[config.mk]
export PLATFORM = sky130hd
export DESIGN_NAME = note_judge
export DESIGN_NICKNAME = d
export VERILOG_FILES = /design/src/rtl/note_judge.sv
export SDC_FILE = /design/constraint.sdc
export NUM_CORES = 1
export LEC_CHECK = 0
export BUFFER_PORTS_ARGS = -buffer_cell sky130_fd_sc_hd__buf_2
export CAP_MARGIN = 20
export CORE_MARGIN = 2
export CORE_UTILIZATION = 55
export CTS_CLUSTER_DIAMETER = 80
export CTS_CLUSTER_SIZE = 25
export DETAILED_ROUTE_END_ITERATION = 6
export GPL_TIMING_DRIVEN = 0
export PLACE_DENSITY = 0.78
export REMOVE_ABC_BUFFERS = 1
export SYNTH_ARGS = -nofsm -noshare
export SYNTH_HDL_FRONTEND = slang
export SYNTH_SLANG_ARGS = --single-unit
export TNS_END_PERCENT = 100
[constraint.sdc]
create_clock -name clk -period 4.6 [get_ports clk]
set_input_delay 0.23 -clock clk [delete_from_list [all_inputs] [get_ports clk]]
set_output_delay 0.23 -clock clk [all_outputs]
set_load 0.01 [all_outputs]
[src/rtl/note_judge.sv]
// note_judge: grades player hits against the song goal, keeping score, combo and a final grade.
module note_judge #(
   parameter int OCT_W    = 3,
   parameter int NOTE_W   = 3,
   parameter int LEN_W    = 3,
   parameter int SCORE_W  = 12,
   parameter int COMBO_W  = 8,
   parameter int PERF_PTS = 3,
   parameter int GOOD_PTS = 1
) (
   input  logic               clk,
   input  logic               rst,
   input  logic               en,
   input  logic               start,
   input  logic               hit_valid,
   input  logic [OCT_W-1:0]   hit_octave,
   input  logic [NOTE_W-1:0]  hit_note,
   input  logic [LEN_W-1:0]   hit_length,
   input  logic [OCT_W-1:0]   goal_octave,
   input  logic [NOTE_W-1:0]  goal_note,
   input  logic [LEN_W-1:0]   goal_length,
   input  logic               note_adv,
   input  logic               song_end,
   output logic               judge_valid,
   output logic [1:0]         judge_result,
   output logic [SCORE_W-1:0] score,
   output logic [COMBO_W-1:0] combo,
   output logic [COMBO_W-1:0] max_combo,
   output logic [1:0]         grade,
   output logic               done
);
   localparam logic [1:0] IDLE = 2'd0, WAIT = 2'd1, JUDGE = 2'd2, FINISH = 2'd3;
   logic [1:0]         state;
   logic [OCT_W-1:0]   g_oct, h_oct;
   logic [NOTE_W-1:0]  g_note, h_note;
   logic [LEN_W-1:0]   g_len, h_len;
   logic               judged, adv_pend, adv;
   logic [SCORE_W-1:0] total, new_score;
   logic [SCORE_W:0]   sum;
   logic [COMBO_W-1:0] new_combo;
   logic [1:0]         verdict, grade_next;
   logic [SCORE_W+3:0] tot_w, sc_w, mx;
   always_comb begin
      adv        = note_adv | adv_pend;
      verdict    = (h_oct == g_oct && h_note == g_note) ? ((h_len == g_len) ? 2'b11 : 2'b10) : 2'b01;
      sum        = {1'b0, score} + ((verdict == 2'b11) ? (SCORE_W+1)'(PERF_PTS) :
                                    (verdict == 2'b10) ? (SCORE_W+1)'(GOOD_PTS) : '0);
      new_score  = sum[SCORE_W] ? '1 : sum[SCORE_W-1:0];
      new_combo  = (verdict == 2'b01) ? '0 : (&combo) ? combo : combo + 1'b1;
      tot_w      = (SCORE_W+4)'(total);
      sc_w       = (SCORE_W+4)'(score);
      mx         = (tot_w << 1) + tot_w;
      grade_next = (total == '0) ? 2'd0 :
                   (sc_w == mx) ? 2'd3 :
                   ((sc_w << 2) >= (mx << 1) + mx) ? 2'd2 :
                   ((sc_w << 1) >= mx) ? 2'd1 : 2'd0;
   end
   always_ff @(posedge clk or posedge rst) begin
      if (rst) begin
         state        <= IDLE;
         g_oct        <= '0;
         g_note       <= '0;
         g_len        <= '0;
         h_oct        <= '0;
         h_note       <= '0;
         h_len        <= '0;
         judged       <= 1'b0;
         adv_pend     <= 1'b0;
         total        <= '0;
         judge_valid  <= 1'b0;
         judge_result <= '0;
         score        <= '0;
         combo        <= '0;
         max_combo    <= '0;
         grade        <= '0;
         done         <= 1'b0;
      end else if (!en) begin
         state       <= IDLE;
         judge_valid <= 1'b0;
         adv_pend    <= 1'b0;
      end else begin
         judge_valid <= 1'b0;
         case (state)
            IDLE: if (start) begin
               score        <= '0;
               combo        <= '0;
               max_combo    <= '0;
               judge_result <= '0;
               grade        <= '0;
               done         <= 1'b0;
               total        <= '0;
               g_oct        <= goal_octave;
               g_note       <= goal_note;
               g_len        <= goal_length;
               judged       <= 1'b0;
               adv_pend     <= 1'b0;
               state        <= WAIT;
            end
            WAIT: if (song_end) begin
               state <= FINISH;
            end else if (hit_valid && !judged) begin
               // A simultaneous advance is deferred so the hit is judged against the old goal
               h_oct    <= hit_octave;
               h_note   <= hit_note;
               h_len    <= hit_length;
               judged   <= 1'b1;
               adv_pend <= note_adv;
               state    <= JUDGE;
            end else if (adv) begin
               total    <= total + 1'b1;
               g_oct    <= goal_octave;
               g_note   <= goal_note;
               g_len    <= goal_length;
               judged   <= 1'b0;
               adv_pend <= 1'b0;
               if (!judged) begin
                  judge_valid  <= 1'b1;
                  judge_result <= 2'b01;
                  combo        <= '0;
               end
            end
            JUDGE: begin
               judge_valid  <= 1'b1;
               judge_result <= verdict;
               score        <= new_score;
               combo        <= new_combo;
               max_combo    <= (new_combo > max_combo) ? new_combo : max_combo;
               if (note_adv) adv_pend <= 1'b1;
               state        <= WAIT;
            end
            default: begin
               grade <= grade_next;
               done  <= 1'b1;
               state <= IDLE;
            end
         endcase
      end
   end
endmodule

Word-level counts from Yosys, hierarchy flattened
Index checks and enable logic that the tools add are counted.
W data, S select, Z words.
{"block": "totals", "ff_bits": 68, "inputBits": 25, "out_inout_bits": 34, "wordCells": 138}
{"block": "op_classes", "addsub": 5, "magnitude_cmp": 3, "n_eq_ne": 22, "muxes": 69, "n_bitwise": 3, "reduce_logical": 19}
{"op": "$mux W8", "count": 8}
{"op": "$mux W12", "count": 5}
{"op": "$pmux W12 S2", "count": 2}
{"op": "$mux W3", "count": 12}
{"op": "$mux W2", "count": 14}
{"op": "$pmux W8 S3", "count": 1}
{"op": "$pmux W3 S2", "count": 3}
{"op": "$add A15 B14 Y16", "count": 1}
{"op": "$ge A14 B16 Y1", "count": 1}
{"op": "$mux W1", "count": 16}
{"op": "$pmux W8 S2", "count": 1}
{"op": "$add A13 B12 Y14", "count": 1}
{"op": "$eq A12 B14 Y1", "count": 1}
{"op": "$ge A13 B14 Y1", "count": 1}
{"op": "$add A12 B2 Y13", "count": 1}
{"op": "$add A12 B1 Y12 const B", "count": 1}
{"op": "$logic_not A12 Y1", "count": 1}
{"op": "$ne A2 B2 Y1 const B", "count": 6}
{"op": "$ne A3 B3 Y1 const B", "count": 4}
{"op": "$pmux W2 S3", "count": 2}
{"op": "$reduce_and A5 Y1", "count": 2}
{"op": "$eq A3 B3 Y1", "count": 3}
{"op": "$add A8 B1 Y8 const B", "count": 1}
{"op": "$gt A8 B8 Y1", "count": 1}
{"op": "other kinds (21)", "count": 32}

Depth between registers and ports, before layout
Gate-level depths: netlist of the first run.
{"block": "logic_depth", "ltp_word": 9, "mapped_depth": 23, "depth_no_buf": 23}

Worst setup path before layout of the first run
OpenSTA, ideal clock, no wires.
{"block": "synth_timing", "path_kind": "register to register", "start": "reg total[1]", "end": "reg grade[0]", "setup_ns": 0.067, "t_arrival_ns": 4.656, "required_time_ns": 4.533, "slack_ns": -0.123, "path_stages_with_launch": 22, "path_buffers": 0, "synth_period_minus_slack_ns": 4.723, "path_cell_list": "dfrtp_1 -> ha_1 -> inv_1 -> fa_1 -> xor2_1 -> inv_1 -> ha_1 -> a21o_1 -> a21oi_1 -> nor2b_1 -> o21a_1 -> o41ai_1 -> o21ai_4 -> a21o_1 -> a21oi_1 -> xor2_1 -> ha_1 -> a21o_2 -> a31o_2 -> and3_1 -> a211o_1 -> nand3_2"}
{"block": "synth_via", "elab_chain_len": 7, "elab_cells_between_ends": 11, "cone_classes": "add/sub (2); order compare (2); eq/ne (1); mux (5); reduce/logical (1)"}
{"element": "start: declaration", "line_no": "38", "rtl": "logic [SCORE_W-1:0] total, new_score;"}
{"element": "start signal: assignment", "line_no": "110", "rtl": "total <= total + 1'b1;"}
{"element": "$add A13 B12 Y14", "line_no": "52", "rtl": "mx = (tot_w << 1) + tot_w;"}
{"element": "$add A15 B14 Y16 / $ge A13 B14 Y1 (equally long branches)", "line_no": "55, 56"}
{"element": "$ge A14 B16 Y1 / $mux W1 (equally long branches)", "line_no": "55, 56"}
{"element": "$mux W2", "line_no": "55", "rtl": "((sc_w << 2) >= (mx << 1) + mx) ? 2'd2 :"}
{"element": "$mux W2", "line_no": "54", "rtl": "(sc_w == mx) ? 2'd3 :"}
{"element": "$mux W2 (*)", "line_no": "53", "rtl": "grade_next = (total == '0) ? 2'd0 :"}
{"element": "$pmux W2 S2 (*)", "line_no": "83", "rtl": "case (state)"}
{"element": "end signal: assignment", "line_no": "132", "rtl": "grade <= grade_next;"}
{"element": "end: declaration", "line_no": "29", "rtl": "output logic [1:0] grade,"}
Mark *: on every way between the ends. The rest lies on a longest branch, timed or not.
A chain may end at the register's enable or synchronous reset.

Final worst setup path of the first run
Ends and elaborated chain as after synthesis.

==> results of run 1 <==
-- area by class of cell --
cell class	instances	area, um^2	share of cell area [%]
inverters	50	193	2.86
flip-flops and latches	68	1710	25.3
clock buffers	9	124	1.84
repair buffers	77	433	6.43
clock inverters	7	82.6	1.23
well taps	136	170	2.53
multi-input cells	519	4030	59.8
-- cells in the final DEF, fill, tap and decap left out, types with 21 or more instances in the layout --
| cell type | instances |
|---|---|
| a21oi_1 | 36 |
| o21ai_0 | 56 |
| ha_1 | 61 |
| xnor2_1 | 21 |
| nor2_1 | 26 |
| buf_2 | 58 |
| nand3_1 | 23 |
| inv_1 | 44 |
| nand2_1 | 82 |
| dfrtp_1 | 65 |
-- timing repair --
| action | in CTS | in global routing |
|---|---|---|
| setup buffers | 8 | 11 |
| resized for setup | 20 | 25 |
| pin swaps | 6 | 24 |
| endpoints found under the setup margin | 2 | 2 |
-- worst max-delay path by stage --
stage	start	end	slack [ns]	cells after the start
floorplan	total[0]$_DFFE_PP0P_	grade[0]$_DFFE_PP0P_	-0.27	21
global placement	total[0]$_DFFE_PP0P_	grade[0]$_DFFE_PP0P_	-0.76	21
finish	total[1]$_DFFE_PP0P_	grade[0]$_DFFE_PP0P_	-0.20	24
global route	total[1]$_DFFE_PP0P_	grade[0]$_DFFE_PP0P_	-0.33	21
CTS	total[1]$_DFFE_PP0P_	grade[0]$_DFFE_PP0P_	0.009	21
detailed placement	total[0]$_DFFE_PP0P_	grade[0]$_DFFE_PP0P_	-0.83	21
-- metal layers --
| metal | wire length [um] | share of wire (%) | up-vias | GRT usage, % |
|---|---|---|---|---|
| li1 | - | - | 2458 | - |
| met1 | 5990 | 41 | 2483 | 30.3 |
| met2 | 7760 | 53 | 173 | 43.7 |
| met3 | 589 | 4.0 | 36 | 3.99 |
| met4 | 383 | 2.6 | 0 | 8.55 |
| met5 | 0 | 0 | - | 0 |
-- logic make-up (layout without fill, tap and decap cells) --
family                     count (synthesis)  after routing  synth area share [%]
buffers and inverters                     68            143                  4.72
DFF                                       68             68                  29.7
AOI/OAI and AO/OA                        177            177                  20.6
muxes                                     19             19                  3.76
adders and majority gates                 75             75                  16.7
and+or+nand+nor                          201            201                  17.0
xor gates and xnor gates                  47             47                  7.45
-- stage by stage --
step                hold slack (ns)  total power, uW  setup WS, ns
CTS                          0.0523             3690       0.00895
floorplan                     0.335             2640        -0.275
detailed placement            0.425             3090        -0.828
global route                 0.0555             4180        -0.335
global placement              0.423             2990        -0.756
finish                       0.0385             3900        -0.197
-- flip-flops by register name (all words and copies together), names as in the netlist, 3 cells and up --
name       cells
score         12
total         12
combo          8
max_combo      8
g_len          3
g_note         3
g_oct          3
h_len          3
h_note         3
h_oct          3
-- power groups by stage --
stage / registers, uW / logic (uW) / clock network, uW
floorplan: 831 / 1800 / 0
global placement: 839 / 2150 / 0
detailed placement: 850 / 2240 / 0
CTS: 833 / 2310 / 551
global route: 855 / 2750 / 572
finish: 839 / 2510 / 548
==> metrics.yaml, run 1 <==
status: "complete, but fails checks"
violations: "negative setup slack"
tightest_slew_ns: 1.15
n_fill_cell: 795
syn_area_per_cell_um2: 8.75
drtIter0Drc: 312
endpoint_kind: "flop"
synth_area_leader_cell: "dfrtp_1"
yosysUniqueCellTypes: 72
power.density_nw_per_um2: 579
path_cells: "ha_4, inv_2, fa_2, nor2b_4, o21a_1, nor2_1, xnor2_2, buf_4, ha_4, o21ai_1, nand2b_1, o311a_1, o21a_1, a221oi_4, xor2_1, ha_1, a211oi_2, nand2_1, a31oi_1, o21bai_1, a31o_2, and3_4, a211o_1, nand3_2"
final.setup.tns_ns: -0.270
synth-seq-area-share_pct: 29.7
grt_pass1_wl_um: 22500
viasPerCell: 5.95
grt-ovfl-total: 0
fin_util_pct: 65.8
synth-async-reset-ratio_pct: 100
placed_area_um2: 6110
clock_sinks: 68
cts_made_buffers: 9
rows: 37
io_pins: 59
first_pass_iters: 6
fin_cells: 866
rrSetupSlack_ns: -0.20
fin_crit_sh_pct: 104
io_buffers: 58
antenna_cells: 0
synthCells: 655
wl_per_cell_um: 17.0
drtAntennaViolNets: 0
crit_family: "compound AO/OA/AOI/OAI gates"
cts_max_level: 3
cp_num_buf_inv: 2
die-area_um2: 11200
die_x_um: 106
fin_area_um2: 6730
cp_slowest_stage_delay_ns: 0.49
yosys-top-cells-count: "nand2_1 (82), ha_1 (71), dfrtp_1 (68)"
place_hpwl_um: 9760
dp_cells: 831
drt_wl_total_um: 14700
hold_viol_final: 0
cp.required_ns: 4.90
clockBufferDepth: 2
post-route-drc-count: 0
cts.clk_slew.worst_paths_ns: 0.10
ir_drop_uv: 469
grt_max_degree: 69
clockPowerShare_pct: 14.0
relSlewSlack_pct: 22.7
p_comb_share_pct: 64.4
syn_area_um2: 5730
critical_path_class: "flop to flop"
swShare_pct: 46.8
reg2reg_from: "total[1]$_DFFE_PP0P_"
grt_pass1_vias: 4865
crit_arrival_ns: 5.09
slowest_stage: "dfrtp_2"
ys_seq_elements: 68
hp-class: "input pin to async pin"
yosysWarnings: 0
power_frac_seq_pct: 21.5
antenna_found_initial: 0
core-area_um2: 10200
synth-edff-count: 0
path_max_fanout: 4
max_freq_ghz: 0.208
synth_area_leaders: "dfrtp_1 (30%), ha_1 (16%), nand2_1 (5.4%)"
clkLatencyLatePin_ns: 0.36
maxSlewViolCount: 0
r2r_cells: 24
fin_ws_ns: -0.197
initial_core_util_pct: 56.0
gp_congestion: 0.860
min_period_ns: 4.80
grt_usage_pct: 24.6
clock-root-buffer: "clkbuf_8"
rr_endpoint: "grade[0]$_DFFE_PP0P_"
via_count: 5150
cts_tree: "yes"
synthFlopType: "dfrtp_1"
setup_violations: 2
die_y_um: 106
p_int_uw: 2070
cp-start-kind: "flop"
area_growth_pct: 17.5
synth_top_area_share_pct: 29.7
p_leak_uw: 0.00327
final_layout_size_suffix_gt1_share_pct: 23.2
final_nets: 824
drv_cap: 0
fin_skew_ns: 0.0184
p_sw_uw: 1820
holdBufCountCts: 0
grt_setup_unrepaired: "yes"
yosysMostFrequentCell: "nand2_1"
Note: power is estimated with default switching activity, not from simulation.
==> run 2, diff against run 1 <==
--- a/config.mk
+++ b/config.mk
@@ -15,6 +15,8 @@
 export GPL_TIMING_DRIVEN = 0
 export PLACE_DENSITY = 0.78
 export REMOVE_ABC_BUFFERS = 1
+export SETUP_SLACK_MARGIN = 0.4
+export SKIP_LAST_GASP = 1
 export SYNTH_ARGS = -nofsm -noshare
 export SYNTH_HDL_FRONTEND = slang
 export SYNTH_SLANG_ARGS = --single-unit
==> run 2 against run 1 <==
Compared with the run above: the run still ends with negative setup slack left; clock power down 1%; non-clock buffer count up 9; wire length up 0.94%; register-to-register slack better by 0.07 ns; largest cell class unchanged.
==> metrics.yaml, run 2 (synthesis gave the netlist of run 1 again) <==
cp_slowest_stage_delay_ns: 0.46  # -0.03 ns
final_layout_size_suffix_gt1_share_pct: 23.8  # +0.67 points
cts_max_level: 3  # unchanged
clkLatencyLatePin_ns: 0.36  # about the same
die-area_um2: 11200  # unchanged
final_nets: 833  # +1.1%
wl_per_cell_um: 17.0  # -0.10%
slowest_stage: "dfrtp_2"
post-route-drc-count: 0  # unchanged
p_leak_uw: 0.00332  # +1.4%
hp-class: "input pin to async pin"
dp_slack_ns: -0.828  # unchanged
fin_cells: 875  # +1.0%
cts.clk_slew.worst_paths_ns: 0.09  # about the same
grt_usage_pct: 26.5  # +1.8 points
cp.required_ns: 4.89  # about the same
core-area_um2: 10200  # unchanged
drtIter0Drc: 264  # -15%
final_cell_mix: "nand2_1 (82), dfrtp_1 (66), ha_1 (63), buf_2 (58), o21ai_0 (56)"
cts_tree: "yes"
cp-start-kind: "flop"
ir_drop_uv: 485  # +3.3%
first_pass_iters: 5  # -1
power.density_nw_per_um2: 584  # +0.83%
grt_setup_unrepaired: "yes"
fin_area_um2: 6760  # +0.32%
relSlewSlack_pct: 24.2  # +1.5 points
grt-ovfl-total: 0  # unchanged
rrSetupSlack_ns: -0.12  # +0.07 ns
reg2reg_from: "total[1]$_DFFE_PP0P_"
reg_top3: "score (12), total (12)"
max_freq_ghz: 0.212  # +1.6%
maxSlewViolCount: 0  # unchanged
setup_violations: 2  # unchanged
via_count: 5146  # -0.078%
clockBufferDepth: 2  # unchanged
grt_max_degree: 69  # unchanged
drt_wl_total_um: 14900  # +0.94%
area_growth_pct: 17.9
holdBufCountCts: 0  # unchanged
crit_start: "total[1]$_DFFE_PP0P_"
io_buffers: 58  # unchanged
viasPerCell: 5.88  # -1.1%
fin_ws_ns: -0.124  # +0.0732 ns
gp_congestion: 0.860  # unchanged
cp_num_buf_inv: 3  # +1
drv_cap: 0  # unchanged
place_hpwl_um: 9760  # unchanged
rows: 37  # unchanged
path_cells: "ha_4, inv_4, fa_2, nor2b_4, o2111a_2, nor3_2, xnor2_2, buf_4, ha_1, nor3_1, nor2_1, o41ai_4, buf_4, xor2_1, ha_1, a211oi_2, nand2_1, a31oi_1, o21bai_1, a31o_2, and3_4, a211o_1, nand3_2"
antenna_cells: 0  # unchanged
mostFrequentLayoutCell: "nand2_1"
tightest_slew_ns: 1.13  # -0.0227 ns
grt_pass1_wl_um: 24000  # +6.8%
min_period_ns: 4.72  # -0.0732 ns
final.setup.tns_ns: -0.140  # +0.130 ns
status: "complete, but fails checks"
die_x_um: 106  # unchanged
violations: "negative setup slack"
hold_viol_final: 0  # unchanged
initial_core_util_pct: 56.0  # unchanged
rr_endpoint: "grade[0]$_DFFE_PP0P_"
antenna_found_initial: 0  # unchanged
dp_cells: 831  # unchanged
io_pins: 59  # unchanged
fin_crit_sh_pct: 103  # -1.6 points
r2r_cells: 23  # -4.2%
critical_path_class: "flop to flop"
grt_pass1_vias: 5192  # +6.7%
cts_made_buffers: 9  # unchanged
endpoint_kind: "flop"
clock-root-buffer: "clkbuf_8"
clock_sinks: 68  # unchanged
fin_skew_ns: 0.0105  # -0.00790 ns
drtAntennaViolNets: 0  # unchanged
crit_family: "compound AO/OA/AOI/OAI gates"
placed_area_um2: 6110  # unchanged
crit_arrival_ns: 5.02  # -0.07 ns
holdWs_ns: 0.0453  # +0.00680 ns
path_max_fanout: 4  # unchanged
die_y_um: 106  # unchanged
## run 2: final cells by class
type	instances	area [um^2]
flip-flops and latches	68	1700
repair buffers	86	500
clock inverters	7	82.6
multi-input cells	519	3980
inverters	50	195
well taps	136	170
fillers	781	3480
clock buffers	9	124
## run 2: repair_timing
item,CTS,global route
pin swaps,26,14
resized for setup,35,4
endpoints found under the setup margin,2,2
buffers inserted,20,8
## run 2: how the worst max path moves through the flow
stage                           endpoint  depth (start not counted)
floorplan           grade[0]$_DFFE_PP0P_                         21
global placement    grade[0]$_DFFE_PP0P_                         21
detailed placement  grade[0]$_DFFE_PP0P_                         21
CTS                 grade[0]$_DFFE_PP0P_                         21
global route        grade[0]$_DFFE_PP0P_                         22
finish              grade[0]$_DFFE_PP0P_                         23
## run 2: metrics by stage
stage               utilization [%]  power (uW)
global route                   66.0        4230
finish                         66.0        3940
floorplan                         -        2640
global placement               59.7        2990
CTS                            65.3        3780
detailed placement             59.8        3090
## run 2: routing by layer
metal | part of all wire, % | wire length, um | track usage [%]
met5 | 0 | 0 | 0
met4 | 4.0 | 597 | 12.0
met3 | 3.9 | 573 | 4.29
met2 | 51 | 7630 | 47.0
met1 | 41 | 6060 | 31.4
## run 2: where the power goes
group	leakage [uW]	total (uW)	internal [uW]	switching [uW]
clock network	0.0000988	541	260	281
registers	0.000906	836	726	110
logic	0.00231	2570	1130	1440
==> run 3, diff against run 2 <==
--- a/config.mk
+++ b/config.mk
@@ -14,6 +14,7 @@
 export DETAILED_ROUTE_END_ITERATION = 6
 export GPL_TIMING_DRIVEN = 0
 export PLACE_DENSITY = 0.78
+export RECOVER_POWER = 25
 export REMOVE_ABC_BUFFERS = 1
 export SETUP_SLACK_MARGIN = 0.4
 export SKIP_LAST_GASP = 1
==> run 3 against run 2 <==
Compared with the run above: clock skew is 0.0047 ns higher; critical path type unchanged; die area stayed put; clock-buffer cell count stayed put; fmax hardly changed; first-iteration DRC count is 1.9% higher; via count is 0.52% lower; worst hold slack better by 0.0073 ns; the flow finishes with violations (max-capacitance violations, max-slew violations, negative setup slack); global-route usage stayed put; cell area hardly changed; largest cell class unchanged.
==> metrics.yaml, run 3 (synthesis gave the netlist of run 1 again) <==
final_layout_size_suffix_gt1_share_pct: 23.8  # unchanged
endpoint_kind: "flop"
placed_area_um2: 6110  # unchanged
p_total_uw: 3950  # +0.14%
p_sw_uw: 1830  # +0.29%
clock_sinks: 68  # unchanged
relSlewSlack_pct: -103  # -130 points
post-route-drc-count: 0  # unchanged
setup_violations: 2  # unchanged
tightest_slew_ns: 3.04  # +1.91 ns
clockBufferDepth: 2  # unchanged
cts_tree: "yes"
die-area_um2: 11200  # unchanged
gp_congestion: 0.860  # unchanged
p_comb_share_pct: 65.0  # about the same
cts_made_buffers: 9  # unchanged
clockPowerShare_pct: 13.8  # about the same
cts.clk_slew.worst_paths_ns: 0.09  # about the same
critical_path_class: "flop to flop"
initial_core_util_pct: 56.0  # unchanged
cp.required_ns: 4.90  # about the same
max_freq_ghz: 0.212  # about the same
fin_ws_ns: -0.124  # -0.0000130 ns
final_nets: 833  # unchanged
grt-ovfl-total: 0  # unchanged
grt_pass1_vias: 5192  # unchanged
drv_cap: 1  # +1
power_frac_seq_pct: 21.2  # about the same
grt_max_degree: 69  # unchanged
antenna_cells: 0  # unchanged
drtAntennaViolNets: 0  # unchanged
drt_wl_total_um: 14900  # +0.41%
area_growth_pct: 17.9  # about the same
min_period_ns: 4.72  # +0.0000130 ns
p_leak_uw: 0.00331  # -0.13%
p_int_uw: 2120  # about the same
core-area_um2: 10200  # unchanged
cp-start-kind: "flop"
first_pass_iters: 7  # +2
cts_max_level: 3  # unchanged
final_cell_mix: "nand2_1 (82), dfrtp_1 (66), ha_1 (63), buf_2 (58), o21ai_0 (56)"
fin_skew_ns: 0.0152  # +0.00468 ns
maxSlewViolCount: 69  # +69
crit_arrival_ns: 5.02  # about the same
ir_drop_uv: 485  # about the same
grt_setup_unrepaired: "yes"
fin_crit_sh_pct: 103  # about the same
hp-class: "input pin to flop"
die_x_um: 106  # unchanged
rows: 37  # unchanged
antenna_found_initial: 0  # unchanged
violations: "max-capacitance violations, max-slew violations, negative setup slack"
reg_top3: "score (12), total (12)"
path_max_fanout: 5  # +1
power.density_nw_per_um2: 585  # +0.16%
fin_cells: 875  # unchanged
holdWs_ns: 0.0526  # +0.00731 ns
clkLatencyLatePin_ns: 0.36  # about the same
mostFrequentLayoutCell: "nand2_1"
drtIter0Drc: 269  # +1.9%
status: "complete, but fails checks"
wl_per_cell_um: 17.1  # +0.41%
io_buffers: 58  # unchanged
hold_viol_final: 0  # unchanged
via_count: 5119  # -0.52%
grt_pass1_wl_um: 24000  # unchanged
swShare_pct: 46.4  # +0.069 points
io_pins: 59  # unchanged
grt_usage_pct: 26.5  # unchanged
place_hpwl_um: 9760  # unchanged
clock-root-buffer: "clkbuf_8"
dp_cells: 831  # unchanged
fin_area_um2: 6750  # about the same
die_y_um: 106  # unchanged
viasPerCell: 5.85  # -0.52%
[run 3: cell types whose count changed in the layout (fill, tap and decap cells not counted)]
cell	previous run	this run
clkinvlp_2	0	1
inv_4	3	2
[run 3: worst paths after layout]
check	startpoint	to	slack, ns	depth (start not counted)
max	total[4]$_DFFE_PP0P_	grade[0]$_DFFE_PP0P_	-0.12	22
min	goal_note[1]	g_note[1]$_DFFE_PP0P_	0.05	3
max reg2reg	total[4]$_DFFE_PP0P_	grade[0]$_DFFE_PP0P_	-0.12	22
min reg2reg	done$_DFFE_PP0P_	done$_DFFE_PP0P_	0.50	1
max in group asynchronous	rst	total[0]$_DFFE_PP0P_	2.34	2
min in group asynchronous	rst	judge_valid$_DFF_PP0_	0.73	2
[run 3: final cells by class]
cell class              instances  area, um^2
flip-flops and latches         68        1700
well taps                     136         170
clock buffers                   9         124
fillers                       782        3480
inverters                      50         194
clock inverters                 7        82.6
multi-input cells             519        3980
repair buffers                 86         500
[run 3: per-layer routing]
metal	routed length (um)	track usage, %	vias to the layer above	part of all wire, %
li1	-	-	2469	-
met1	6150	31.4	2461	41
met2	7660	47.0	147	51
met3	551	4.29	42	3.7
met4	565	12.0	0	3.8
met5	0	0	-	0
[run 3: repair_timing]
item	CTS	global route
pin swaps	26	14
setup buffers	20	8
setup endpoints to repair	2	2
hold buffers	0	0
resized for setup	35	4
gates cloned	0	0
[run 3: through the flow]
stage,setup TNS (ns),util (%),worst slack (ns)
detailed placement,-1.52,59.8,-0.828
finish,-0.139,66.0,-0.124
CTS,0,65.3,0.138
floorplan,-0.389,-,-0.275
global route,-0.527,66.0,-0.311
global placement,-1.35,59.7,-0.756
[run 3: worst max-delay path, cell delays in order, from the launching register on]
cell	delay (ns)
dfrtp_1	0.41
inv_1	0.08
ha_2	0.41
nand3_1	0.15
o211ai_4	0.30
mux2i_1	0.31
or2_4	0.21
inv_1	0.06
ha_1	0.34
nor2_1	0.08
nor2_1	0.27
o41ai_4	0.18
buf_4	0.17
xor2_1	0.14
ha_1	0.22
a211oi_2	0.22
nand2_1	0.09
a31oi_1	0.23
o21bai_1	0.10
a31o_2	0.20
and3_4	0.15
a211o_1	0.27
nand3_2	0.06
[run 3: power groups by stage]
stage | logic [uW] | registers (uW) | clock network (uW)
after floorplan | 1800 | 831 | 0
final | 2570 | 836 | 546
after CTS | 2390 | 835 | 551
after global placement | 2150 | 839 | 0
after detailed placement | 2240 | 850 | 0
after global routing | 2800 | 853 | 570
